**src/rtl/lc3b_imm_pkg.sv**
```systemverilog
// Shared widths, field-select encodings and the result payload type
// for the LC-3b immediate-extraction arbiter.
package lc3b_imm_pkg;

    localparam int unsigned DATA_W = 16;
    localparam int unsigned NREQ   = 2;
    localparam int unsigned SEL_W  = 3;

    localparam logic [SEL_W-1:0] SEL_IMM5  = 3'd0;
    localparam logic [SEL_W-1:0] SEL_OFF6  = 3'd1;
    localparam logic [SEL_W-1:0] SEL_PC9   = 3'd2;
    localparam logic [SEL_W-1:0] SEL_PC11  = 3'd3;
    localparam logic [SEL_W-1:0] SEL_TRAP8 = 3'd4;
    localparam logic [SEL_W-1:0] SEL_AMT4  = 3'd5;

    typedef struct packed {
        logic              valid;
        logic [DATA_W-1:0] data;
        logic              id;
        logic              err;
    } imm_rsp_t;

endpackage

```
**src/rtl/imm_field_ext.sv**
```systemverilog
// Combinational LC-3b immediate field extraction, sign/zero extension
// and optional left shift by one.
module imm_field_ext
    import lc3b_imm_pkg::*;
(
    input  logic [DATA_W-1:0] ir,
    input  logic [SEL_W-1:0]  sel,
    input  logic              lshf,
    output logic [DATA_W-1:0] data,
    output logic              err
);

    logic [DATA_W-1:0] ext;

    always_comb begin
        ext = '0;
        err = 1'b0;
        case (sel)
            SEL_IMM5:  ext = {{11{ir[4]}}, ir[4:0]};
            SEL_OFF6:  ext = {{10{ir[5]}}, ir[5:0]};
            SEL_PC9:   ext = {{7{ir[8]}}, ir[8:0]};
            SEL_PC11:  ext = {{5{ir[10]}}, ir[10:0]};
            SEL_TRAP8: ext = {8'h00, ir[7:0]};
            SEL_AMT4:  ext = {12'h000, ir[3:0]};
            default:   err = 1'b1;
        endcase
        // The shift drops the top extended bit; reserved selects stay zero.
        data = lshf ? {ext[DATA_W-2:0], 1'b0} : ext;
    end

endmodule

```
**src/rtl/imm_ext_arbiter.sv**
```systemverilog
// Round-robin arbiter sharing one immediate-extension datapath between
// decode (port 0) and address generation (port 1), with a registered result.
module imm_ext_arbiter
    import lc3b_imm_pkg::*;
(
    input  logic              clk_50,
    input  logic              reset_n,
    input  logic [NREQ-1:0]   req_valid,
    output logic [NREQ-1:0]   req_ready,
    input  logic [DATA_W-1:0] req_ir0,
    input  logic [DATA_W-1:0] req_ir1,
    input  logic [SEL_W-1:0]  req_sel0,
    input  logic [SEL_W-1:0]  req_sel1,
    input  logic [NREQ-1:0]   req_lshf,
    output logic              rsp_valid,
    input  logic              rsp_ready,
    output logic [DATA_W-1:0] rsp_data,
    output logic              rsp_id,
    output logic              rsp_err
);

    imm_rsp_t          rsp_q;
    logic              rr_ptr;
    logic              can_load;
    logic              any_req;
    logic              grant;
    logic              accept;
    logic [DATA_W-1:0] mux_ir;
    logic [SEL_W-1:0]  mux_sel;
    logic              mux_lshf;
    logic [DATA_W-1:0] ext_data;
    logic              ext_err;

    // Grant, handshake and operand mux; nothing is accepted while in reset.
    always_comb begin
        can_load  = !rsp_q.valid || rsp_ready;
        any_req   = |req_valid;
        grant     = (req_valid == 2'b11) ? rr_ptr : req_valid[1];
        req_ready = '0;
        if (reset_n && can_load && any_req) begin
            req_ready[grant] = 1'b1;
        end
        accept   = |(req_valid & req_ready);
        mux_ir   = grant ? req_ir1  : req_ir0;
        mux_sel  = grant ? req_sel1 : req_sel0;
        mux_lshf = req_lshf[grant];
    end

    imm_field_ext u_ext (
        .ir   (mux_ir),
        .sel  (mux_sel),
        .lshf (mux_lshf),
        .data (ext_data),
        .err  (ext_err)
    );

    // Single output stage; payload is held while the consumer stalls.
    always_ff @(posedge clk_50) begin
        if (!reset_n) begin
            rsp_q  <= '0;
            rr_ptr <= 1'b0;
        end else if (accept) begin
            rsp_q.valid <= 1'b1;
            rsp_q.data  <= ext_data;
            rsp_q.id    <= grant;
            rsp_q.err   <= ext_err;
            rr_ptr      <= ~grant;
        end else if (rsp_ready) begin
            rsp_q.valid <= 1'b0;
        end
    end

    assign rsp_valid = rsp_q.valid;
    assign rsp_data  = rsp_q.data;
    assign rsp_id    = rsp_q.id;
    assign rsp_err   = rsp_q.err;

endmodule

```
**config.mk**
```make
export PLATFORM = sky130hd
export DESIGN_NAME = imm_ext_arbiter
export DESIGN_NICKNAME = d
export VERILOG_FILES = /design/src/rtl/lc3b_imm_pkg.sv /design/src/rtl/imm_field_ext.sv /design/src/rtl/imm_ext_arbiter.sv
export SDC_FILE = /design/constraint.sdc
export NUM_CORES = 1
export LEC_CHECK = 0
export CAP_MARGIN = 20
export CORE_MARGIN = 3
export CORE_UTILIZATION = 32
export CTS_CLUSTER_SIZE = 12
export DETAILED_ROUTE_END_ITERATION = 8
export HOLD_SLACK_MARGIN = 0.03
export PLACE_DENSITY_LB_ADDON = 0.05
export SLEW_MARGIN = 10
export SYNTH_ARGS = -nofsm -noshare
export SYNTH_HDL_FRONTEND = slang
export SYNTH_SLANG_ARGS = --single-unit
```
**constraint.sdc**
```tcl
create_clock -name clk_50 -period 2.33 [get_ports clk_50]
set_input_delay 0.466 -clock clk_50 [delete_from_list [all_inputs] [get_ports clk_50]]
set_output_delay 0.466 -clock clk_50 [all_outputs]
set_load 0.005 [all_outputs]
```
==> summary.md <==
| Metric | Value |
|---|---|
| ANT cells | 0 |
| CTS H-tree lvls | 1 |
| Top_reg_cell synth | dfxtp_1 |
| Total vias in the final route | 1,318 |
| Clk network pwr share | 23.8% |
| CP top delay family | buffers and inverters |
| Placed Instance Area | 1900 um^2 |
| GR Util All Layers | 17.1% |
| Switching Share | 26.7% |
| Root Driver | clkbuf_8 |
| Internal | 0.606 mW |
| Rows | 21 |
| Die area | 4520 um^2 |
| PwrDens | 423 nW/um^2 |
| Slowest-stage cell, CP | clkdlybuf4s50_1 |
| Worst EP required | 1860 ps |
| Critical Path Sink Type | output port |
| Post-Syn Nets | 180 |
| Crit path cell chain | clkdlybuf4s50_1 -> nor2_1 -> or3b_1 -> nor2_1 -> dlygate4sd2_1 |
| Peak Freq | 448 MHz |
| Initial DRT Pass Iterations | 4 |
| Routed WL | 3.63 mm |
| Remaining DRCs | 0 |
| Clock sink count | 16 |
| Layout area overhead | 63.0% |
| Synth area leader | dfxtp_1 |
| TritonCTS clock tree | done |
| Num CTS Buffers | 3 |
| Via/cell ratio | 5.29 |
| Synth area leaders | dfxtp_1 (27%), mux2i_1 (8.4%), mux2_2 (4.7%) |
| Finished Cell Area | 1950 um^2 |
| Final Hold Fails | 0 |
| Layout cells sized above 1 | 19.2% |
| Max incr delay on CP | 480 ps |
| Routed len/inst | 14.6 um |
| Seq pwr share | 37.5% |
| Clock Skew | 2.30 ps |
| I/O pin total | 66 |
| First-pass GRT wire length | 5.98 mm |
| HP Class | reg2reg |
| CP arrival | 1770 ps |
| Top-area cell type share of the netlist area | 26.7% |
| EDFF count, synth | 0 |
| Worst setup SP type | input pin |
| Ys Warns | 0 |
| Mapped Area | 1200 um^2 |
| CP Buf/Inv Count | 2 |
| Hpwl dp | 2.96 mm |
| Core Area | 3470 um^2 |
| Cts-stage hold buffer count | 0 |
| Max cap viols | 0 |
| Final worst path period share | 95.8% |
| Yosys reg bits | 16 |
| Leak Pwr | 0.835 nW |
| P_sw | 0.221 mW |
| Final setup viols | 0 |
| Remaining antenna violation count | 0 |
| Clock buffer depth | 2 |
| Relative slew slack | 69.5% |
| Most Frequent Cell on Critical Path | nor2_1 |
| Slew Viols, Final | 0 |
| CP Class | in2out |
| Pin count of the biggest net entering global routing | 17 |
| Die width | 67.2 um |
| Clk_lat worst skew | 240 ps |
| Syn Area/Cell | 8.88 um^2 |
| RSZ-0062 raised after global routing | false |
| Post-synthesis sequential area ratio | 26.7% |
| Status | completed |
| # nets final | 250 |
| Initial antenna violation count | 0 |
| Most frequent cells after synthesis | dfxtp_1 (16), mux2i_1 (10), o21ai_0 (10) |
| Top-count cell post-synth | dfxtp_1 |
| Post-synthesis async set-or-reset flop share | 0% |
| Cell variety after synth | 45 |
| Clk slew on worst S/H paths | 50 ps |
| Post-synthesis cell count | 135 |
| Fill count | 338 |
| Placer Congestion | 0.849 |
| Crit Path Max Fanout | 2 |
| Initial drt markers | 46 |
| Grt ovf | 0 |
| Post-layout util | 56.3% |
| Starting Density | 34.6% |
| Logic gate share of total power | 38.7% |
| Post-layout minimum cycle time | 2230 ps |
| Slew @ Worst Pin | 451 ps |
| PortBufs | 55 |
| Vias in the first global route | 1,310 |
| VDD IR-drop max | 0.434 mV |
| Die Y | 67.2 um |
## final timing paths
check / from / end / slack [ps] / cells after the start
worst max-delay path: req_valid[0] / req_ready[0] / 100 / 5
worst min-delay path: rsp_data[0] / rsp_data[0] / 460 / 2
worst max register to register: rr_ptr / rsp_data[9] / 690 / 6
worst min register to register: rsp_data[0] / rsp_data[0] / 460 / 2
## worst reg2reg max path, stage by stage, from the launching register on
cell      delay, ps
dfxtp_1         300
nand2b_1        160
and2_4          180
buf_4           160
mux2_4          350
mux2_4          310
a21oi_2         120
## routing by layer
layer  wire, um  up-vias  GRT usage, %
met4         21        0          2.53
met1       1640      621          21.9
met2       1800       36          30.1
li1           -      659             -
met3        168        2          3.49
met5          0        -             0
## registers in the layout, indices dropped and copies added, names as in the netlist
signal	count
rsp_id	1
rsp_data	12
rsp_valid	1
rr_ptr	1
rsp_err	1
## repair_timing
action | 4_1_cts | 5_1_grt
setup buffers | 1 | 0
hold endpoints to repair | 0 | 0
resized for setup | 4 | 0
endpoints found under the setup margin | 2 | 0
## power groups by stage
stage / registers [mW] / clock network, mW / logic, mW
2_1_floorplan: 0.316 / 0 / 0.141
3_3_place_gp: 0.314 / 0 / 0.316
3_5_place_dp: 0.316 / 0 / 0.320
4_1_cts: 0.310 / 0.202 / 0.323
5_1_grt: 0.313 / 0.220 / 0.351
6_report: 0.310 / 0.197 / 0.320
## area by class of cell
cell class | count | area, um^2 | share of cell area [%]
clock buffer | 3 | 41.3 | 2.11
timing repair buffer | 78 | 732 | 37.5
tap | 46 | 57.6 | 2.94
multi-input combinational | 104 | 796 | 40.7
inverter | 2 | 7.51 | 0.384
sequential | 16 | 320 | 16.4
## metrics by stage
step	worst slack [ps]	cells	total power [mW]	setup TNS (ps)	hold WS [ps]
floorplan	462	135	0.457	0	450
global placement	-224	245	0.630	-405	447
detailed placement	-231	245	0.636	-449	450
CTS	96.3	249	0.835	0	458
global route	28.2	249	0.884	0	495
finish	98.7	249	0.826	0	456
## cells by family after synthesis
family,count (synthesis),share of synthesized area [%]
and+or+nand+nor,43,19.6
AOI/OAI and AO/OA,42,26.9
buffers and inverters,15,7.41
muxes,19,19.3
DFF,16,26.7
## cell usage in the layout, fill, tap and decap left out, types with 2 or more instances in the layout
| master | n |
|---|---|
| a311oi_1 | 2 |
| nand2b_1 | 2 |
| nand3_1 | 9 |
| nand2_1 | 8 |
| buf_4 | 22 |
| o311ai_0 | 3 |
| dlygate4sd2_1 | 3 |
| o211a_1 | 5 |
| o21ai_0 | 10 |
| clkbuf_8 | 3 |
| and2_1 | 2 |
| a21oi_1 | 3 |
| and3_1 | 2 |
| nor2_1 | 7 |
| clkdlybuf4s50_1 | 52 |
| or3b_1 | 2 |
| mux2_4 | 2 |
| nand4_1 | 3 |
| dfxtp_1 | 16 |
| mux2_2 | 5 |
| inv_1 | 2 |
| mux4_2 | 2 |
| mux2i_1 | 10 |
| a32o_1 | 3 |
| nor2b_1 | 4 |
Note: power is estimated with default switching activity, not from simulation.
==> RTL change 1, RTL diff (same settings) <==
Reset style: asynchronous (`reset_n`), changed in one clocked block.
--- a/src/rtl/imm_ext_arbiter.sv
+++ b/src/rtl/imm_ext_arbiter.sv
@@ -57,3 +57,3 @@
     // Single output stage; payload is held while the consumer stalls.
-    always_ff @(posedge clk_50) begin
+    always_ff @(posedge clk_50 or negedge reset_n) begin
         if (!reset_n) begin
Behaviour: differs if reset_n is asserted again (counterexample within 4 cycles, from zero or initial values and one cycle with reset_n low); with reset_n held inactive, the same outputs for 10 cycles.
==> RTL change 1 against the original RTL <==
Maximum frequency up 12%; sequential cell count unchanged; worst hold slack worse by 0.10 ns; wire length down 11%; power up 12%; synthesized area is 5.9% lower; via count decreased by 16%; clock power fell by 28%; worst setup slack improved by 0.24 ns; non-clock buffer count shrank 12; count of clock-buffer cells in the layout is the same; design area down 9.8%; combinational power is 30% higher; highest routed layer unchanged.
==> RTL change 1: results <==
group,metric,value,unit
clock_tree,htreeDepth,1,
placement,placed_cells,216,
cells_and_area,fillCellCount,332,
placement,dpl_cell_area,1730,µm²
synthesis,yosysSeqAreaShare,35.5,%
timing,slew_headroom,75.3,%
critical_path,r2r_slack,0.56,ns
route,routed_wl,3.24,mm
synthesis,synth_mux_area_share,20.5,%
grt,grt_pass1_wl,5.44,mm
placement,place_congestion,0.910,
clock_tree,cts_max_path_buffers,2,
critical_path,cp.arrival,2.16,ns
synthesis,synthFlopType,"dfrtp_1",
clock_tree,clkSlewWorstSetupHoldPaths,0.09,ns
status,status,"complete, no violations",
pwr,ir_drop,0.345,mV
synthesis,syn-num-nets,162,
timing,setup_ws,0.338,ns
synthesis,synth.area.top_cells,"dfrtp_1 36%, mux2i_1 16%, nor2_1 5.7%",
placement,hpwl,2.65,mm
route,vias,1109,
synthesis,synth_compound_area_share,19.8,%
route,drtIter0Drc,30,
grt,grtUsageMet1,17.3,%
critical_path,cp_max_fo,13,
clock_tree,ctsResizeCount,1,
timing,fin_skew,0.00454,ns
grt,use_met3,7.35,%
cells_and_area,largest_register_ffs,12,
placement,post-place-ws,0.000694,ns
grt,grt_pass1_vias,1173,
clock_tree,cts_root_buffer,"clkbuf_4",
cells_and_area,nets,222,
critical_path,r2r_end,"rsp_data[1]",
route,avgRoutedWirePerCell,14.8,µm
cells_and_area,drive_above_1_share,13.1,%
clock_tree,postCtsSetupRepairBufs,0,
synthesis,async_flop_share,100,%
synthesis,synth_xor_xnor_area_share,0,%
synthesis,yosysUniqueCellTypes,36,
grt,grt_util_all_layers,16.4,%
critical_path,r2r-start,"rr_ptr",
timing,holdWs,0.356,ns
synthesis,yosys_warnings,0,
clock_tree,cts_made_buffers,3,
synthesis,synth_top_cells_by_count,"18 x mux2i_1, 17 x nor2_1, 16 x dfrtp_1",
grt,grt_max_degree,16,
grt,globalRouteMet2Util,30.2,%
hold_path,hold_class,"in2async",
synthesis,synthCells,117,
clock_tree,clkLatencyLatePin,0.28,ns
job,drv_cap,0,
pwr,p_leak,0.804,nW
## RTL change 1: changes by cell type after synthesis, sizes merged, moves of 4 or more
cell,change
a22o,+5
dfrtp,+16
dfxtp,-16
mux2,-4
mux2i,+9
nand3,-9
nor2,+10
o211a,-4
o21ai,-6
## RTL change 1: worst max path at each step
| stage | cells past startpoint | startpoint | to |
|---|---|---|---|
| global placement | 5 | rsp_ready | req_ready[1] |
| CTS | 5 | req_valid[0] | req_ready[0] |
| finish | 6 | req_valid[1] | rsp_data[1] |
| global route | 6 | req_valid[1] | rsp_data[5] |
| floorplan | 8 | req_valid[0] | rsp_data[1] |
| detailed placement | 5 | rsp_ready | req_ready[1] |
## RTL change 1: area by class of cell
cell class	count	area, µm²	share of cell area (%)
tap	44	55.1	3.12
timing repair buffer	66	638	36.2
clock buffer	3	22.5	1.28
inverter	2	7.51	0.426
sequential	16	400	22.7
multi-input combinational	88	639	36.3
## RTL change 1: logic make-up (layout without fill, tap and decap cells)
kind of cell / count (synthesis) / count (layout)
AND/OR/NAND/NOR: 37 / 37
flip-flops: 16 / 16
buffers and inverters: 13 / 71
multiplexers: 22 / 22
AO/OA/AOI/OAI: 29 / 29
## RTL change 1: critical path, stage by stage
cell and delay, ns:
clkdlybuf4s50_1 0.55, and2_4 0.18, buf_4 0.21, mux2_4 0.40
mux2i_1 0.14, a22o_1 0.21
## RTL change 1: layer usage
metal | part of all wire [%] | vias to the layer above
met5 | 0 | -
met1 | 39 | 521
met3 | 9.6 | 2
met2 | 51 | 43
met4 | 0.49 | 0
li1 | - | 543
## RTL change 1: where the power goes
part	leakage, nW	internal, mW	switching, mW
combinational	0.597	0.260	0.157
sequential	0.193	0.333	0.0343
clock	0.0138	0.0599	0.0810
==> RTL change 2, RTL diff (same settings) <==
Without the edit above. Register the output `rsp_err`, cleared by the reset; this adds one clock of latency there. The other outputs are not delayed to match.
--- a/src/rtl/imm_ext_arbiter.sv
+++ b/src/rtl/imm_ext_arbiter.sv
@@ -75,3 +75,9 @@
     assign rsp_id    = rsp_q.id;
-    assign rsp_err   = rsp_q.err;
+    always_ff @(posedge clk_50) begin
+        if (!reset_n) begin
+            rsp_err <= '0;
+        end else begin
+            rsp_err <= rsp_q.err;
+        end
+    end
 
Check against the original RTL: not equivalent (a bounded check fails within 4 cycles, from zero or initial values and one cycle with reset_n low).
==> RTL change 2 against the original RTL <==
Sequential power up 5%; wire length rose by 0.96%; largest cell class unchanged; first-iteration DRC count grew 24%; sequential cell count is 1 higher; design area grew 1.2%; power increased by 5.4%; critical endpoint unchanged; synthesized cell count up 11%; count of clock-buffer cells in the layout unchanged; synthesized area rose by 13%; worst hold slack gained 0.0019 ns; highest routed layer unchanged; combinational power fell by 2%; worst setup slack better by 0.11 ns; clock power rose by 17%.
==> RTL change 2: results <==
group,metric,value,unit
cells_and_area,fillCellCount,383,
cells_and_area,multi_input_area_share,42.2,%
synthesis,yosysSeqAreaShare,25.1,%
clock_tree,clkSlewWorstSetupHoldPaths,0.07,ns
critical_path,r2r_slack,0.74,ns
clock_tree,postCtsSetupRepairBufs,0,
route,met3WireLength,181,µm
cells_and_area,clock_area_share,2.47,%
route,drt-vias-per-instance,5.24,
critical_path,critical-path-max-stage-delay,0.45,ns
cells_and_area,area_growth,45.8,%
critical_path,r2r_cells,5,
grt,grt_pass1_vias,1299,
synthesis,synth.area.top_cells,"dfxtp_1 25%, buf_4 8.9%, mux2i_1 5.9%",
route,drtIter0Drc,57,
placement,place_congestion,0.818,
synthesis,syn-num-nets,195,
synthesis,yosysUniqueCellTypes,44,
timing,slew_headroom,68.4,%
timing,holdWs,0.458,ns
route,m1WireLength,1.61,mm
status,status,"complete, no violations",
timing,fmax,0.471,GHz
floorplan,core,4060,µm²
timing,fin_skew,0.00110,ns
clock_tree,ctsResizeCount,3,
grt,use_met3,3.84,%
route,routed_wl,3.66,mm
synthesis,synth_top_cells_by_count,"17 x dfxtp_1, 16 x buf_4, 10 x o21ai_0",
placement,post-place-ws,-0.107,ns
route,avgRoutedWirePerCell,14.5,µm
hold_path,hold-path-endpoint,"rsp_id",
synthesis,synthCells,150,
grt,grtUsageMet1,19.7,%
cells_and_area,multi_input_gates,106,
route,met2_length,1.85,mm
cells_and_area,drive_above_1_share,19.3,%
cells_and_area,nets,248,
pwr,p_leak,0.843,nW
grt,grt_max_degree,20,
placement,hpwl,2.93,mm
grt,globalRouteMet2Util,25.2,%
route,highest_layer,"met4",
clock_tree,clock_sinks,17,
placement,dpl_cell_area,1910,µm²
cells_and_area,buf_share,34.4,%
critical_path,cp.arrival,1.66,ns
RTL change 2: cells by family after synthesis:
kind of cell / after synthesis / synth area share, %
buf+inv: 27 / 14.5
simple gates: 41 / 16.6
mux: 17 / 17.3
compound gates: 48 / 26.6
flops: 17 / 25.1
RTL change 2: where the power goes:
| group | internal (mW) | total [mW] | leakage (nW) | switching, mW |
|---|---|---|---|---|
| Sequential | 0.314 | 0.327 | 0.140 | 0.0126 |
| Combinational | 0.186 | 0.313 | 0.681 | 0.126 |
| Clock | 0.120 | 0.231 | 0.0217 | 0.111 |
| Total | 0.621 | 0.871 | 0.843 | 0.250 |
RTL change 2: how the worst max path moves through the flow:
| stage | from | end | cells after the start |
|---|---|---|---|
| final | rsp_ready | req_ready[0] | 6 |
| after global routing | req_sel0[0] | rsp_data[8] | 7 |
| after CTS | req_valid[0] | req_ready[1] | 6 |
| after detailed placement | req_valid[1] | req_ready[1] | 6 |
| after global placement | req_valid[1] | req_ready[0] | 5 |
| after floorplan | req_valid[1] | req_ready[1] | 5 |
